### src/rtl/pfb_chan_pkg.sv
// Shared constants and helpers for the PFB MAC output path.
// Accumulator width, default sample formats, saturation limits.
package pfb_chan_pkg;

  localparam int P_W      = 48;
  localparam int OUT_W_D  = 16;
  localparam int SHIFT_D  = 15;
  localparam int CHAN_W_D = 6;

  function automatic logic signed [P_W-1:0] sat_lim(
    input int   w,
    input logic hi
  );
    logic signed [P_W-1:0] one;
    one = 48'sd1;
    return hi ? (one <<< (w-1)) - one
              : -(one <<< (w-1));
  endfunction

endpackage

### src/rtl/pfb_out_fifo.sv
// Small show-ahead FIFO holding rounded MAC results.
// Head word is presented combinationally whenever count is non-zero.
module pfb_out_fifo #(
  parameter int W     = 24,
  parameter int DEPTH = 4
) (
  input  logic                       clk,
  input  logic                       rst_n,
  input  logic                       wr_en,
  input  logic [W-1:0]               din,
  input  logic                       rd_en,
  output logic [W-1:0]               dout,
  output logic                       valid,
  output logic [$clog2(DEPTH):0]     count
);

  localparam int AW = $clog2(DEPTH);

  logic [W-1:0]  mem [DEPTH];
  logic [AW-1:0] wr_ptr;
  logic [AW-1:0] rd_ptr;
  logic          do_rd;

  assign valid = (count != '0);
  assign do_rd = rd_en & valid;
  assign dout  = valid ? mem[rd_ptr] : '0;

  always_ff @(posedge clk) begin
    if (wr_en) begin
      assert (count != (AW+1)'(DEPTH))
        else $error("pfb_out_fifo: write while full");
      mem[wr_ptr] <= din;
    end
  end

  always_ff @(posedge clk or negedge rst_n) begin
    if (!rst_n) begin
      wr_ptr <= '0;
      rd_ptr <= '0;
      count  <= '0;
    end else begin
      if (wr_en)
        wr_ptr <= wr_ptr + 1'b1;
      if (do_rd)
        rd_ptr <= rd_ptr + 1'b1;
      case ({wr_en, do_rd})
        2'b10:   count <= count + 1'b1;
        2'b01:   count <= count - 1'b1;
        default: count <= count;
      endcase
    end
  end

endmodule

### src/rtl/pfb_mac_out_stage.sv
// PFB MAC chain output stage: ce/credit control, valid/user tracking,
// round + saturate of the accumulator, and a buffered AXI-Stream master.
module pfb_mac_out_stage
  import pfb_chan_pkg::*;
#(
  parameter int MAC_LATENCY = 4,
  parameter int OUT_W       = OUT_W_D,
  parameter int SHIFT       = SHIFT_D,
  parameter int CHAN_W      = CHAN_W_D,
  parameter int FIFO_DEPTH  = 4
) (
  input  logic              clk,
  input  logic              rst_n,
  input  logic              s_axis_tvalid,
  output logic              s_axis_tready,
  input  logic [CHAN_W-1:0] s_axis_tuser,
  input  logic              s_axis_tlast,
  output logic              mac_ce,
  input  logic [P_W-1:0]    mac_p,
  output logic [OUT_W-1:0]  m_axis_tdata,
  output logic              m_axis_tvalid,
  input  logic              m_axis_tready,
  output logic [CHAN_W-1:0] m_axis_tuser,
  output logic              m_axis_tlast,
  output logic              sat_pulse
);

  localparam int CNT_W = $clog2(FIFO_DEPTH) + 1;
  localparam int E_W   = OUT_W + CHAN_W + 1;
  localparam logic signed [P_W-1:0] RND =
    P_W'(64'd1 << (SHIFT-1));
  localparam logic signed [P_W-1:0] Q_MAX = sat_lim(OUT_W, 1'b1);
  localparam logic signed [P_W-1:0] Q_MIN = sat_lim(OUT_W, 1'b0);

  logic [MAC_LATENCY-1:0] vpipe;
  logic [MAC_LATENCY-1:0] lpipe;
  logic [CHAN_W-1:0]      upipe [MAC_LATENCY];

  logic                  rnd_valid;
  logic                  rnd_take;
  logic signed [P_W-1:0] rnd_p;
  logic [CHAN_W-1:0]     rnd_user;
  logic                  rnd_last;

  logic [CNT_W-1:0]      fifo_count;
  logic [CNT_W:0]        occ;
  logic                  space_ok;

  logic signed [P_W-1:0] sum;
  logic signed [P_W-1:0] q;
  logic [OUT_W-1:0]      sat_data;
  logic                  sat;
  logic [E_W-1:0]        wr_data;
  logic [E_W-1:0]        rd_data;

  // Credits count both stored entries and the one in the round register.
  assign occ      = {1'b0, fifo_count} + (CNT_W+1)'(rnd_valid);
  assign space_ok = occ < (CNT_W+1)'(FIFO_DEPTH);

  assign s_axis_tready = rst_n & space_ok;
  assign mac_ce        = rst_n & space_ok
                       & (s_axis_tvalid | (|vpipe));
  assign rnd_take      = mac_ce & vpipe[MAC_LATENCY-1];

  always_ff @(posedge clk or negedge rst_n) begin
    if (!rst_n) begin
      vpipe <= '0;
      lpipe <= '0;
      for (int i = 0; i < MAC_LATENCY; i++)
        upipe[i] <= '0;
    end else if (mac_ce) begin
      vpipe[0] <= s_axis_tvalid;
      lpipe[0] <= s_axis_tlast;
      upipe[0] <= s_axis_tuser;
      for (int i = 1; i < MAC_LATENCY; i++) begin
        vpipe[i] <= vpipe[i-1];
        lpipe[i] <= lpipe[i-1];
        upipe[i] <= upipe[i-1];
      end
    end
  end

  always_ff @(posedge clk or negedge rst_n) begin
    if (!rst_n) begin
      rnd_valid <= 1'b0;
      rnd_p     <= '0;
      rnd_user  <= '0;
      rnd_last  <= 1'b0;
    end else begin
      rnd_valid <= rnd_take;
      if (rnd_take) begin
        rnd_p    <= mac_p;
        rnd_user <= upipe[MAC_LATENCY-1];
        rnd_last <= lpipe[MAC_LATENCY-1];
      end
    end
  end

  always_comb begin
    sum      = rnd_p + RND;
    q        = sum >>> SHIFT;
    sat      = 1'b0;
    sat_data = q[OUT_W-1:0];
    if (q > Q_MAX) begin
      sat_data = Q_MAX[OUT_W-1:0];
      sat      = 1'b1;
    end else if (q < Q_MIN) begin
      sat_data = Q_MIN[OUT_W-1:0];
      sat      = 1'b1;
    end
  end

  always_ff @(posedge clk or negedge rst_n) begin
    if (!rst_n)
      sat_pulse <= 1'b0;
    else
      sat_pulse <= rnd_valid & sat;
  end

  assign wr_data = {rnd_last, rnd_user, sat_data};

  pfb_out_fifo #(
    .W     (E_W),
    .DEPTH (FIFO_DEPTH)
  ) u_fifo (
    .clk   (clk),
    .rst_n (rst_n),
    .wr_en (rnd_valid),
    .din   (wr_data),
    .rd_en (m_axis_tready),
    .dout  (rd_data),
    .valid (m_axis_tvalid),
    .count (fifo_count)
  );

  assign m_axis_tdata = rd_data[OUT_W-1:0];
  assign m_axis_tuser = rd_data[OUT_W +: CHAN_W];
  assign m_axis_tlast = rd_data[E_W-1];

endmodule
### config.mk
export PLATFORM = sky130hd
export DESIGN_NAME = pfb_mac_out_stage
export DESIGN_NICKNAME = d
export VERILOG_FILES = /design/src/rtl/pfb_chan_pkg.sv /design/src/rtl/pfb_out_fifo.sv /design/src/rtl/pfb_mac_out_stage.sv
export SDC_FILE = /design/constraint.sdc
export NUM_CORES = 1
export LEC_CHECK = 0
export ABC_AREA = 1
export CORE_ASPECT_RATIO = 1.4
export CORE_MARGIN = 3
export CORE_UTILIZATION = 40
export CTS_BUF_LIST = sky130_fd_sc_hd__clkbuf_8
export CTS_CLUSTER_SIZE = 8
export DETAILED_ROUTE_END_ITERATION = 8
export PLACE_DENSITY_LB_ADDON = 0.08
export SLEW_MARGIN = 10
export SYNTH_ARGS = -nofsm -noshare
export SYNTH_HDL_FRONTEND = slang
export SYNTH_SLANG_ARGS = --single-unit
### constraint.sdc
create_clock -name clk -period 2.9 [get_ports clk]
set_clock_uncertainty 0.15 [all_clocks]
set_input_delay 0.435 -clock clk [delete_from_list [all_inputs] [get_ports clk]]
set_output_delay 0.435 -clock clk [all_outputs]
set_load 0.005 [all_outputs]
======== After elaboration in Yosys (flattened, before gate mapping) ========
Memories as Yosys holds them, arrays and structs flattened.
Cells that the tools add are included.
word-level totals
  input port bits ......................... 59
  word-level logic and storage cells ...... 43
  register bits after elaboration ......... 96
  memories kept ........................... 1
  memory bits (writable) .................. 92
  output and inout port bits .............. 27
memory list
  name        words  width  rd ports  clocked after memory_dff  wr ports  RTL line            text
  u_fifo.mem  4      23     1         0                         1         pfb_out_fifo.sv:19  logic [W-1:0] mem [DEPTH];
operators by class
  muxes and demuxes ....................... 8
  order comparisons ....................... 3
  $add $sub $neg .......................... 6
  equal/unequal tests ..................... 2
  bitwise operators ....................... 6
  reductions and logical operators ........ 3
operator list
  kind                                                                               number
  48-bit by 16-bit adder with 48-bit output, second input constant                   1
  33-bit by 16-bit greater-than comparator with 1-bit output, second input constant  1
  33-bit by 16-bit < comparator with 1-bit output, second input constant             1
  16-bit two-way mux                                                                 2
  23-bit two-way mux                                                                 1
  3-bit case mux with 2 select lines                                                 1
  1-bit bitwise AND                                                                  5
  2-bit by 1-bit adder with 2-bit output, second input constant                      2
  3-bit by 1-bit adder with 4-bit output                                             1
  4-bit by 3-bit < comparator with 1-bit output, second input constant               1
  1-bit two-way mux                                                                  4
  4-bit OR reduction                                                                 1
  3-bit by 1-bit adder with 3-bit output, second input constant                      1
  3-bit nonzero test                                                                 1
  3-bit by 1-bit subtractor with 3-bit output, second input constant                 1
  2-bit by 1-bit == test with 1-bit output, second input constant                    1
  2-bit == test, second input constant                                               1
  2-bit nonzero test                                                                 1
  1-bit bitwise OR                                                                   1

======== Logic depth before layout (Yosys ltp) ========
Gate-level depths: netlist (run 1).
  depth in word-level cells ............... 5
  depth in mapped cells ................... 15
  gate-level depth less buffers ........... 14

======== Modules after synthesis ========
From an unflattened synthesis (run 1), not the netlist that was laid out.
unflattened totals
  cell total of the unflattened synthesis .. 994
  area total of the unflattened synthesis .. 8473.1 um^2
modules (own cells, without submodules)
  module             area each (um^2)  cells an instance  sequential area each (um^2)  times used
  pfb_out_fifo       4359.2            417                2937.8                       1
  pfb_mac_out_stage  4113.9            577                1876.8                       1

======== Least setup slack after synthesis (run 1) ========
OpenSTA, ideal clock, no wires.
  path kind ............................... register -> register
  from .................................... reg rnd_p[15]
  to ...................................... mem u_fifo.mem[0][10] (netlist name) (data pin)
  period minus slack after synthesis ...... 2.301 ns
  data arrival time ....................... 1.885 ns
  cell stages (with the launch flop) ...... 14
  library setup time ...................... 0.266 ns
  setup slack ............................. 0.599 ns
  data required time ...................... 2.484 ns
  path buffers ............................ 1
  cell sequence ........................... dfrtp_1 ha_1 inv_1 nor2_4 nand2_4 nor2_4 nand2_2 xor2_1 nand3_1 nor2_1 nand3_1 nand2_2 buf_4 nand2_1
on the way
  longest elaborated chain between the ends .. 4
  elaborated cells between the ends (all ways) .. 5
  classes of those cells .................. 1 x add/sub; 2 x order compare; 2 x mux
RTL lines
  item                                             RTL line                  text
  start: declaration                               pfb_mac_out_stage.sv:41   logic signed [P_W-1:0] rnd_p;
  start signal: assignment                         pfb_mac_out_stage.sv:92   rnd_p <= mac_p;
  48-bit by 16-bit adder with 48-bit output *      pfb_mac_out_stage.sv:100  sum = rnd_p + RND;
  33-bit by 16-bit < comparator with 1-bit output  pfb_mac_out_stage.sv:107  end else if (q < Q_MIN) begin
  16-bit two-way mux                               pfb_mac_out_stage.sv:107
  16-bit two-way mux *                             pfb_mac_out_stage.sv:104  if (q > Q_MAX) begin
  via sat_data[10]                                 pfb_mac_out_stage.sv:51   logic [OUT_W-1:0] sat_data;
  end: declaration                                 pfb_out_fifo.sv:19
Mark *: on every way through the listed nets, which the timed path passes. The rest lies on a longest branch.

======== Worst setup path after layout (run 1) ========
  from .................................... reg u_fifo.rd_ptr[1]
  to ...................................... out m_axis_tuser[2]
on the way
  longest elaborated chain between the ends .. 2
RTL lines
  item                      RTL line                 text
  start: declaration        pfb_out_fifo.sv:21       logic [AW-1:0] rd_ptr;
  start signal: assignment  pfb_out_fifo.sv:45       rd_ptr <= rd_ptr + 1'b1;
  memory read 4 x 23 bit    --
  23-bit two-way mux        pfb_out_fifo.sv:26       assign dout = valid ? mem[rd_ptr] : '0;
  end: declaration          pfb_mac_out_stage.sv:23  output logic [CHAN_W-1:0] m_axis_tuser,
No other way between the ends.

==> reports/qor.txt, run 1 <==
SETUP PATH
------------------------------------------------------------------------------------------------------
Worst setup path endpoint ............................................................... m_axis_tuser[2]
Worst setup path start .................................................................. u_fifo.rd_ptr[1]
Crit path kind .......................................................................... flip-flop to output port
Req. time, crit path ....................................................................      2.32 ns
FF-to-FF Start ..........................................................................    rnd_p[15]
Largest driver fanout on the critical path ..............................................            9
Destination of the worst register-to-register timing path ............................... u_fifo.mem[1][0]
Setup crit end kind .....................................................................  output port
Register-to-register setup slack ........................................................      0.22 ns
Element type at the critical path start .................................................    flip-flop
Reg2reg path depth ......................................................................           12
Signal arrival time at the worst endpoint ...............................................      2.19 ns

TIMING
------------------------------------------------------------------------------------------------------
Number of slew-limit violations in the final report .....................................            0
Min cycle time layout ...................................................................      2.77 ns
Final clock period utilization by the worst path ........................................        0.956
Post-Route Setup TNS ....................................................................         0 ns
Hold Vio Cnt, Final .....................................................................            0
Setup repair after global routing missed its margin .....................................         true
Setup violators final ...................................................................            0
Crit path setup slack, layout ...........................................................     0.126 ns
Top achievable clock speed ..............................................................    0.361 GHz
Measured slew at the worst slew-check pin ...............................................     0.826 ns
Smallest hold slack .....................................................................     0.192 ns
Max transition margin ...................................................................        0.449

PWR
------------------------------------------------------------------------------------------------------
Internal power ..........................................................................      5700 µW
Pwr Density .............................................................................   940 mW/mm²
Portion of total power attributed to sequential cells ...................................        0.424
Clock Power Share .......................................................................        0.187
Switching portion of total power ........................................................        0.373
Standby leakage power ...................................................................   0.00404 µW
Max VDD drop ............................................................................   0.000365 V
Switching power .........................................................................      3400 µW
Sum of internal, switching and leakage power ............................................      9100 µW
Power share of the combinational group ..................................................        0.389

YOSYS
------------------------------------------------------------------------------------------------------
Unique cell type count in the Yosys netlist .............................................           29
Flip-flop and latch count after synthesis ...............................................          174
Largest cells by area after synthesis ................................................... sky130_fd_sc_hd__edfxtp_1 34%, sky130_fd_sc_hd__dfrtp_1 26%, sky130_fd_sc_hd__nand2_1 14%
Mapped Nets .............................................................................          969
Synthesis Warnings ......................................................................            0
Netlist Area Pre-Place ..................................................................  0.00804 mm²
Area share of the largest cell type after synthesis .....................................        0.344
Per-instance average area after synthesis ...............................................     8.90 µm²
Post-Synthesis Cells ....................................................................          903
Proportion of synthesized chip area in sequential cells .................................        0.599
Cell type with the largest total area after synthesis ................................... sky130_fd_sc_hd__edfxtp_1

CLOCKING
------------------------------------------------------------------------------------------------------
H-tree depth reported by CTS ............................................................            4
Later-pin clock latency in the skew report ..............................................      0.46 ns
CTS root buffer ......................................................................... sky130_fd_sc_hd__clkbuf_8
TritonCTS buffer count ..................................................................           17
TritonCTS clock tree ....................................................................        built
Sink count of the clock tree ............................................................          174
Clock transition at the register clock pins on the worst setup and hold paths after CTS .      0.09 ns
Clock Path Buffers ......................................................................            2

PLACEMENT
------------------------------------------------------------------------------------------------------
RePlAce Congestion ......................................................................        0.881
Total of buffers placed on input and output ports .......................................           71
Post-placement worst setup slack ........................................................     0.117 ns
Placed Cells ............................................................................         1215
Post-DP HPWL ............................................................................      12.6 mm

FLOORPLANNING
------------------------------------------------------------------------------------------------------
Cell row count ..........................................................................           60
Height of the die .......................................................................       174 µm
Count of boundary I/O pins ..............................................................           86
Overall die area ........................................................................   0.0219 mm²
Core Footprint ..........................................................................   0.0194 mm²
Starting Density ........................................................................        0.413
Horizontal die dimension ................................................................       126 µm

FINAL LAYOUT
------------------------------------------------------------------------------------------------------
Fin cells ...............................................................................         1260
Fill count ..............................................................................         1921
Layout-stage area growth over the synthesis result ......................................        20.5%
Diodes inserted .........................................................................            0
Share of post-route cells with drive strength above 1 ...................................        0.113
Net count, final ........................................................................         1065

WORST HOLD PATH
------------------------------------------------------------------------------------------------------
Type of the worst min-delay path ........................................................ input pin to flip-flop
Worst min-delay path startpoint .........................................................        rst_n
Cell depth of the worst min-delay path ..................................................            4

ROUTING
------------------------------------------------------------------------------------------------------
Met1 WL .................................................................................      8.09 mm
Routed wire length on met3 ..............................................................       593 µm
Number of design-rule violations left by the first detailed-router iteration ............          353
Uppermost routed layer ..................................................................         met4
Average wire per standard cell ..........................................................      14.6 µm
Routed wire length on met2 ..............................................................      9.44 mm
Drt via density .........................................................................         4.76
Detailed Routing Iterations Pass 1 ......................................................            5
DRC Markers .............................................................................            0
Total via count in the routed design ....................................................         5998
Drt total wl ............................................................................      18.4 mm
Post-DRT Antenna Nets ...................................................................            0

RUN
------------------------------------------------------------------------------------------------------
Max_cap viols ...........................................................................            0

GLOBAL ROUTE
------------------------------------------------------------------------------------------------------
Combined global-route utilization of all metal layers ...................................        0.171
Via count of the first global-routing pass ..............................................         5942
Initial antenna violation count .........................................................            0
Maximum number of pins on one net before global-route repair ............................           65
Total grt overflow ......................................................................            0
First-pass GRT wire length ..............................................................      29.8 mm

OUTCOME
------------------------------------------------------------------------------------------------------
Outcome ................................................................................. finished clean

## power groups by stage
stage          sequential [µW]  clock [µW]  combinational [µW]
6_report                  3860        1700                3540
2_1_floorplan             3730           0                2150
4_1_cts                   3850        1760                3480
5_1_grt                   3950        1840                4050
3_5_place_dp              3900           0                3460
3_3_place_gp              3890           0                3420
## per-layer routing
metal,GRT usage,vias to the layer above
met3,0.0308,24
met2,0.306,98
li1,-,3088
met1,0.211,2788
met5,0,-
met4,0.0496,0
## sequential cells by signal, indices dropped and copies added (netlist names)
register,cells
lpipe,4
rnd_last,1
rnd_p,34
rnd_user,6
rnd_valid,1
sat_pulse,1
u_fifo.count,3
u_fifo.mem,92
u_fifo.rd_ptr,2
u_fifo.wr_ptr,2
upipe,24
vpipe,4
## worst min path at each step
stage	slack, ns	to
after detailed placement	0.30	upipe[3]
after global placement	0.30	upipe[4]
final	0.19	vpipe[2]
after CTS	0.17	vpipe[2]
after global routing	0.19	vpipe[2]
after floorplan	-0.01	lpipe[0]
## layout by cell type, fill, tap and decap left out, types with 5 or more instances in the layout
cell / netlist / final
sky130_fd_sc_hd__clkdlybuf4s50_1: 0 / 69
sky130_fd_sc_hd__nand2_2: 12 / 12
sky130_fd_sc_hd__nor2_2: 12 / 12
sky130_fd_sc_hd__inv_1: 56 / 54
sky130_fd_sc_hd__ha_1: 6 / 6
sky130_fd_sc_hd__dfrtp_1: 82 / 80
sky130_fd_sc_hd__inv_6: 0 / 5
sky130_fd_sc_hd__a21oi_1: 25 / 24
sky130_fd_sc_hd__nor2_1: 145 / 145
sky130_fd_sc_hd__o21ai_0: 82 / 82
sky130_fd_sc_hd__nand3_1: 18 / 18
sky130_fd_sc_hd__nand3b_1: 8 / 8
sky130_fd_sc_hd__buf_4: 1 / 34
sky130_fd_sc_hd__nand2_1: 296 / 295
sky130_fd_sc_hd__xor2_1: 12 / 12
sky130_fd_sc_hd__clkbuf_8: 0 / 17
sky130_fd_sc_hd__edfxtp_1: 92 / 92
## worst max-delay path, stage by stage (launching register included)
cell                              delay [ns]
sky130_fd_sc_hd__dfrtp_2                0.45
sky130_fd_sc_hd__clkinvlp_4             0.21
sky130_fd_sc_hd__buf_4                  0.19
sky130_fd_sc_hd__nor2_1                 0.09
sky130_fd_sc_hd__o21ai_0                0.08
sky130_fd_sc_hd__a21oi_1                0.18
sky130_fd_sc_hd__clkdlybuf4s50_1        0.53
## metrics by stage
step / utilization / cell area, µm²
6_report: 0.498 / 9680
5_1_grt: 0.498 / 9680
4_1_cts: 0.491 / 9560
3_5_place_dp: 0.470 / 9150
3_3_place_gp: 0.470 / 9150
2_1_floorplan: - / 8040
## layout make-up
type / count / area [µm²] / area share
sequential: 174 / 4820 / 0.497
timing repair inverter: 2 / 12.5 / 0.00129
multi-input combinational: 638 / 2900 / 0.299
tap: 248 / 310 / 0.0320
clock buffer: 17 / 234 / 0.0242
inverter: 57 / 221 / 0.0229
clock inverter: 15 / 159 / 0.0164
timing repair buffer: 109 / 1030 / 0.106
## kinds of logic (layout without fill, tap and decap cells)
family	count (synthesis)	after routing	synth area share
buffers and inverters	91	200	0.0447
adder cells (fa/ha/maj)	7	7	0.0118
AO/OA/AOI/OAI	109	109	0.0700
AND/OR/NAND/NOR	508	508	0.259
XOR/XNOR	14	14	0.0153
flip-flops	174	174	0.599
## cell usage after synthesis (all sizes together)
cell type,count
nand3,19
o311ai,1
or2,4
inv,57
nand2,309
nor3,5
a21oi,25
clkbuf,24
buf,10
nand3b,8
ha,6
xnor2,2
nand4,2
dfrtp,82
fa,1
xor2,12
o21bai,1
nor2,161
o21ai,82
edfxtp,92
## repair_timing
item	in CTS	in global routing
buffers inserted	0	10
pin swaps	0	1
gates cloned	0	2
hold buffers	1	0
setup endpoints to repair	24	68
gates resized for setup	1	13
hold endpoints to repair	18	0
No activity file was read; power rests on OpenSTA's default activity.
==> run 2, diff against run 1 <==
CTS_CLUSTER_SIZE = 10   (was 8)
TNS_END_PERCENT = 10   (was not set)
==> run 2 against run 1 <==
Net effect:
- clock-buffer cell count unchanged
- global-route usage unchanged
- critical endpoint unchanged
- largest cell class unchanged
- highest routed layer unchanged
- power unchanged
==> reports/qor.txt, run 2 (synthesized netlist as in run 1, its figures left out) <==
OUTCOME
------------------------------------------------------------------------------------------------------
Outcome ................................................................................. finished clean

FINAL LAYOUT
------------------------------------------------------------------------------------------------------
Largest register by flop count ..........................................................   u_fifo.mem
Post-route cell area ....................................................................  0.00968 mm²
Number of flip-flops under the largest register name ....................................           92
Largest registers ranked by flip-flop count ............................................. u_fifo.mem (92), rnd_p (34), upipe (24)
Diodes inserted .........................................................................            0
Share of post-route cells with drive strength above 1 ...................................        0.113
Layout-stage area growth over the synthesis result ......................................        20.5%
End-of-flow core utilization ............................................................        0.498
Leading cell type in the layout, fill and taps excluded ................................. sky130_fd_sc_hd__nand2_1
Leading cell types in the layout, fill and taps excluded ................................ 295 x sky130_fd_sc_hd__nand2_1, 145 x sky130_fd_sc_hd__nor2_1, 92 x sky130_fd_sc_hd__edfxtp_1
Net count, final ........................................................................         1065

ROUTING
------------------------------------------------------------------------------------------------------
Drt total wl ............................................................................      18.4 mm
Post-DRT Antenna Nets ...................................................................            0
Drt via density .........................................................................         4.76
Total via count in the routed design ....................................................         5998
DRC Markers .............................................................................            0
Average wire per standard cell ..........................................................      14.6 µm
Number of design-rule violations left by the first detailed-router iteration ............          353
Detailed Routing Iterations Pass 1 ......................................................            5

FLOORPLANNING
------------------------------------------------------------------------------------------------------
Starting Density ........................................................................        0.413
Horizontal die dimension ................................................................       126 µm
Count of boundary I/O pins ..............................................................           86
Overall die area ........................................................................   0.0219 mm²
Cell row count ..........................................................................           60
Core Footprint ..........................................................................   0.0194 mm²
Height of the die .......................................................................       174 µm

GLOBAL ROUTE
------------------------------------------------------------------------------------------------------
Combined global-route utilization of all metal layers ...................................        0.171
Maximum number of pins on one net before global-route repair ............................           65
Initial antenna violation count .........................................................            0
First-pass GRT wire length ..............................................................      29.8 mm
Via count of the first global-routing pass ..............................................         5942
Total grt overflow ......................................................................            0

TIMING
------------------------------------------------------------------------------------------------------
Setup repair after global routing missed its margin .....................................         true
Measured slew at the worst slew-check pin ...............................................     0.826 ns
Top achievable clock speed ..............................................................    0.361 GHz
Final clock period utilization by the worst path ........................................        0.956
Hold Vio Cnt, Final .....................................................................            0
Number of slew-limit violations in the final report .....................................            0
Smallest hold slack .....................................................................     0.192 ns
Crit path setup slack, layout ...........................................................     0.126 ns
Max transition margin ...................................................................        0.449
Min cycle time layout ...................................................................      2.77 ns
Setup violators final ...................................................................            0

SETUP PATH
------------------------------------------------------------------------------------------------------
Register-to-register setup slack ........................................................      0.22 ns
Setup crit end kind .....................................................................  output port
Signal arrival time at the worst endpoint ...............................................      2.19 ns
FF-to-FF Start ..........................................................................    rnd_p[15]
Element type at the critical path start .................................................    flip-flop
Critical-path cell with the highest stage delay ......................................... sky130_fd_sc_hd__clkdlybuf4s50_1
Worst setup path start .................................................................. u_fifo.rd_ptr[1]
Maximum single-stage delay on the critical path .........................................      0.53 ns
Destination of the worst register-to-register timing path ............................... u_fifo.mem[1][0]
Crit path kind .......................................................................... flip-flop to output port
Req. time, crit path ....................................................................      2.32 ns
Critical Path, Cell by Cell ............................................................. clkinvlp_4 -> buf_4 -> nor2_1 -> o21ai_0 -> a21oi_1 -> clkdlybuf4s50_1
Largest driver fanout on the critical path ..............................................            9
Reg2reg path depth ......................................................................           12

CLOCKING
------------------------------------------------------------------------------------------------------
Clock Path Buffers ......................................................................            2
H-tree depth reported by CTS ............................................................            4
Clock transition at the register clock pins on the worst setup and hold paths after CTS .      0.09 ns
Later-pin clock latency in the skew report ..............................................      0.46 ns
Sink count of the clock tree ............................................................          174
TritonCTS clock tree ....................................................................        built
TritonCTS buffer count ..................................................................           17
CTS root buffer ......................................................................... sky130_fd_sc_hd__clkbuf_8

WORST HOLD PATH
------------------------------------------------------------------------------------------------------
End point of the most critical hold path ................................................     vpipe[2]
Cell depth of the worst min-delay path ..................................................            4
Type of the worst min-delay path ........................................................ input pin to flip-flop
Worst min-delay path startpoint .........................................................        rst_n

PWR
------------------------------------------------------------------------------------------------------
Pwr Density .............................................................................   940 mW/mm²
Standby leakage power ...................................................................   0.00404 µW
Max VDD drop ............................................................................   0.000365 V

RUN
------------------------------------------------------------------------------------------------------
Max_cap viols ...........................................................................            0

PLACEMENT
------------------------------------------------------------------------------------------------------
RePlAce Congestion ......................................................................        0.881
Total of buffers placed on input and output ports .......................................           71
Post-DP HPWL ............................................................................      12.6 mm
Post-placement worst setup slack ........................................................     0.117 ns
Placed inst area ........................................................................  0.00915 mm²

-- run 2: how the worst max path moves through the flow --
stage	depth (start not counted)	end
floorplan	13	u_fifo.mem[0][10]
global placement	12	u_fifo.mem[0][0]
detailed placement	12	u_fifo.mem[0][0]
CTS	5	m_axis_tuser[0]
global route	6	m_axis_tuser[2]
finish	6	m_axis_tuser[2]
-- run 2: metal layers --
metal / global-route usage / up-vias / routed length, µm
met1: 0.211 / 2788 / 8090
met5: 0 / - / 0
li1: - / 3088 / -
met2: 0.306 / 98 / 9440
met3: 0.0308 / 24 / 593
met4: 0.0496 / 0 / 251
-- run 2: cell type report --
class | count | area [µm²]
inverter | 57 | 221
clock inverter | 15 | 159
clock buffer | 17 | 234
sequential | 174 | 4820
timing repair buffer | 109 | 1030
tap | 248 | 310
timing repair inverter | 2 | 12.5
fill | 1921 | 9760
multi-input combinational | 638 | 2900
-- run 2: per-stage QoR --
step	power (µW)	std cells	setup TNS, ns
2_1_floorplan	5880	903	0
3_3_place_gp	7310	1215	0
3_5_place_dp	7360	1215	0
4_1_cts	9100	1248	-1.72
5_1_grt	9840	1260	-0.0652
6_report	9100	1260	0
-- run 2: where the power goes --
part / total (µW) / internal, µW / switching [µW]
Clock: 1700 / 781 / 919
Sequential: 3860 / 3360 / 498
Combinational: 3540 / 1560 / 1980
Total: 9100 / 5700 / 3400
-- run 2: critical path, delay by kind of cell, from the launching register on --
kind                   cells  cell delay [ns]
flip-flops                 1             0.45
AND/OR/NAND/NOR            1             0.09
buffers and inverters      3             0.93
AO/OA/AOI/OAI              2             0.26
-- run 2: timing repair --
action / CTS / global route
pin swaps: 0 / 1
setup endpoints to repair: 24 / 68
hold buffers: 1 / 0
gates cloned: 0 / 2
gates resized for setup: 1 / 13
buffers inserted: 0 / 10
endpoints found under the hold margin: 18 / 0
==> run 3, diff against run 2 <==
SETUP_SLACK_MARGIN = 0.15   (was not set)
==> run 3 against run 2 <==
Net effect:
- non-clock buffer count decreased by 5
- sequential power about the same
- die area unchanged
- utilization increased by 0.058 points
- hold slack improved by 0.13 ns
- cell count decreased by 0.32%
- combinational power about the same
- critical path type unchanged
- critical endpoint is now m_axis_tdata[6]
- largest cell class unchanged
- highest routed layer unchanged
==> reports/qor.txt, run 3 (synthesized netlist as in run 1, its figures left out) <==
FINAL LAYOUT
------------------------------------------------------------------------------------------------------
Layout-stage area growth over the synthesis result ......................................        20.6%
Number of flip-flops under the largest register name ....................................           92
Fill count ..............................................................................         1921
Fin cells ...............................................................................         1256
Largest register by flop count ..........................................................   u_fifo.mem
Diodes inserted .........................................................................            0
Leading cell type in the layout, fill and taps excluded ................................. sky130_fd_sc_hd__nand2_1
End-of-flow core utilization ............................................................        0.499
Share of post-route cells with drive strength above 1 ...................................        0.111
Net count, final ........................................................................         1061
Largest registers ranked by flip-flop count ............................................. u_fifo.mem (92), rnd_p (34), upipe (24)
Leading cell types in the layout, fill and taps excluded ................................ 295 x sky130_fd_sc_hd__nand2_1, 142 x sky130_fd_sc_hd__nor2_1, 92 x sky130_fd_sc_hd__edfxtp_1

ROUTING
------------------------------------------------------------------------------------------------------
Drt via density .........................................................................         4.74
Number of design-rule violations left by the first detailed-router iteration ............          301
Detailed Routing Iterations Pass 1 ......................................................            5
Average wire per standard cell ..........................................................      14.8 µm
Drt total wl ............................................................................      18.6 mm
DRC Markers .............................................................................            0
Total via count in the routed design ....................................................         5957
Post-DRT Antenna Nets ...................................................................            0

GLOBAL ROUTE
------------------------------------------------------------------------------------------------------
Total grt overflow ......................................................................            0
Initial antenna violation count .........................................................            0
Maximum number of pins on one net before global-route repair ............................           65
First-pass GRT wire length ..............................................................      30.0 mm
Combined global-route utilization of all metal layers ...................................        0.173
Via count of the first global-routing pass ..............................................         5974

FLOORPLANNING
------------------------------------------------------------------------------------------------------
Cell row count ..........................................................................           60
Overall die area ........................................................................   0.0219 mm²
Starting Density ........................................................................        0.413
Horizontal die dimension ................................................................       126 µm
Core Footprint ..........................................................................   0.0194 mm²
Height of the die .......................................................................       174 µm
Count of boundary I/O pins ..............................................................           86

CLOCKING
------------------------------------------------------------------------------------------------------
TritonCTS clock tree ....................................................................        built
TritonCTS buffer count ..................................................................           17
Clock transition at the register clock pins on the worst setup and hold paths after CTS .      0.09 ns
H-tree depth reported by CTS ............................................................            4
Sink count of the clock tree ............................................................          174
CTS root buffer ......................................................................... sky130_fd_sc_hd__clkbuf_8
Clock Path Buffers ......................................................................            2
Later-pin clock latency in the skew report ..............................................      0.46 ns

TIMING
------------------------------------------------------------------------------------------------------
Hold Vio Cnt, Final .....................................................................            0
Post-Route Setup TNS ....................................................................         0 ns
Final clock period utilization by the worst path ........................................        0.924
Setup violators final ...................................................................            0
Setup repair after global routing missed its margin .....................................         true
Min cycle time layout ...................................................................      2.68 ns
Max transition margin ...................................................................        0.449
Crit path setup slack, layout ...........................................................     0.221 ns
Measured slew at the worst slew-check pin ...............................................     0.826 ns
Top achievable clock speed ..............................................................    0.373 GHz
Smallest hold slack .....................................................................     0.321 ns
Number of slew-limit violations in the final report .....................................            0

SETUP PATH
------------------------------------------------------------------------------------------------------
Worst setup path endpoint ............................................................... m_axis_tdata[6]
Worst setup path start .................................................................. u_fifo.rd_ptr[1]
Reg2reg path depth ......................................................................           12
Crit path depth .........................................................................            6
Maximum single-stage delay on the critical path .........................................      0.53 ns
Critical-path cell with the highest stage delay ......................................... sky130_fd_sc_hd__clkdlybuf4s50_1
Req. time, crit path ....................................................................      2.32 ns
Setup crit end kind .....................................................................  output port
Top cell family by delay on the critical path ........................................... buffers and inverters
FF-to-FF Start ..........................................................................    rnd_p[15]
Destination of the worst register-to-register timing path ............................... u_fifo.mem[2][4]
Critical path buffer and inverter count .................................................            3
Element type at the critical path start .................................................    flip-flop
Crit path kind .......................................................................... flip-flop to output port
Register-to-register setup slack ........................................................      0.25 ns
Largest driver fanout on the critical path ..............................................            8
Signal arrival time at the worst endpoint ...............................................      2.09 ns
Critical Path, Cell by Cell ............................................................. clkinvlp_4 -> buf_12 -> nor2_1 -> o21ai_0 -> a21oi_1 -> clkdlybuf4s50_1

PLACEMENT
------------------------------------------------------------------------------------------------------
RePlAce Congestion ......................................................................        0.881
Post-DP HPWL ............................................................................      12.6 mm
Placed Cells ............................................................................         1215
Post-placement worst setup slack ........................................................     0.117 ns
Total of buffers placed on input and output ports .......................................           71

PWR
------------------------------------------------------------------------------------------------------
Standby leakage power ...................................................................   0.00405 µW
Pwr Density .............................................................................   942 mW/mm²
Max VDD drop ............................................................................   0.000338 V

OUTCOME
------------------------------------------------------------------------------------------------------
Outcome ................................................................................. finished clean

WORST HOLD PATH
------------------------------------------------------------------------------------------------------
Type of the worst min-delay path ........................................................ flip-flop to flip-flop

RUN
------------------------------------------------------------------------------------------------------
Max_cap viols ...........................................................................            0

run 3: cell types whose count changed in the layout (fill, tap and decap cells not counted), moves of 2 or more:
cell / previous run / this run
sky130_fd_sc_hd__buf_4: 34 / 25
sky130_fd_sc_hd__clkdlybuf4s50_1: 69 / 65
sky130_fd_sc_hd__dlygate4sd2_1: 0 / 4
sky130_fd_sc_hd__nor2_1: 145 / 142
sky130_fd_sc_hd__buf_12: 2 / 4
sky130_fd_sc_hd__nor2_2: 12 / 15
run 3: how the worst min path moves through the flow:
stage,startpoint,to,slack [ns],depth (start not counted)
2_1_floorplan,rst_n,lpipe[0],-0.01,0
3_3_place_gp,upipe[10],upipe[4],0.30,2
3_5_place_dp,upipe[9],upipe[3],0.30,2
4_1_cts,s_axis_tuser[2],upipe[20],0.31,3
5_1_grt,mac_p[29],rnd_p[29],0.34,3
6_report,upipe[9],upipe[3],0.32,2
run 3: layer usage:
layer  part of all wire  vias up  GRT usage  wire length, µm
met4              0.013        0     0.0496              242
li1                   -     3079          -                -
met2               0.52      103      0.312             9660
met1               0.44     2751      0.210             8130
met5                  0        -          0                0
met3              0.032       24     0.0314              598
run 3: power by group:
group | total [µW] | switching [µW] | internal (µW)
Clock | 1700 | 916 | 782
Sequential | 3870 | 506 | 3360
Combinational | 3560 | 2020 | 1550
Total | 9130 | 3440 | 5690
run 3: tightest hold or removal path, stage by stage (launching register included):
cell and delay [ns]:
sky130_fd_sc_hd__dfrtp_1 0.35, sky130_fd_sc_hd__nand2_1 0.05, sky130_fd_sc_hd__nand2_1 0.04
run 3: final cells by class:
cell class	count	area [µm²]	share of cell area
well taps	248	310	0.0320
repair buffers	104	1020	0.106
repair inverters	2	15.0	0.00155
multi-input cells	639	2910	0.301
clock buffers	17	234	0.0241
flip-flops and latches	174	4820	0.497
clock inverters	15	159	0.0164
inverters	57	221	0.0228
run 3: metrics by stage:
stage	power, µW	instance area [µm²]
2_1_floorplan	5880	8040
3_5_place_dp	7360	9150
3_3_place_gp	7310	9150
6_report	9130	9700
4_1_cts	9180	9630
5_1_grt	9870	9700
run 3: timing repair:
item | CTS | global route
setup endpoints to repair | 84 | 80
resized for setup | 16 | 8
pin swaps | 4 | 3
gates cloned | 1 | 2
buffers inserted | 3 | 2
hold buffers | 1 | 0
endpoints found under the hold margin | 18 | 0
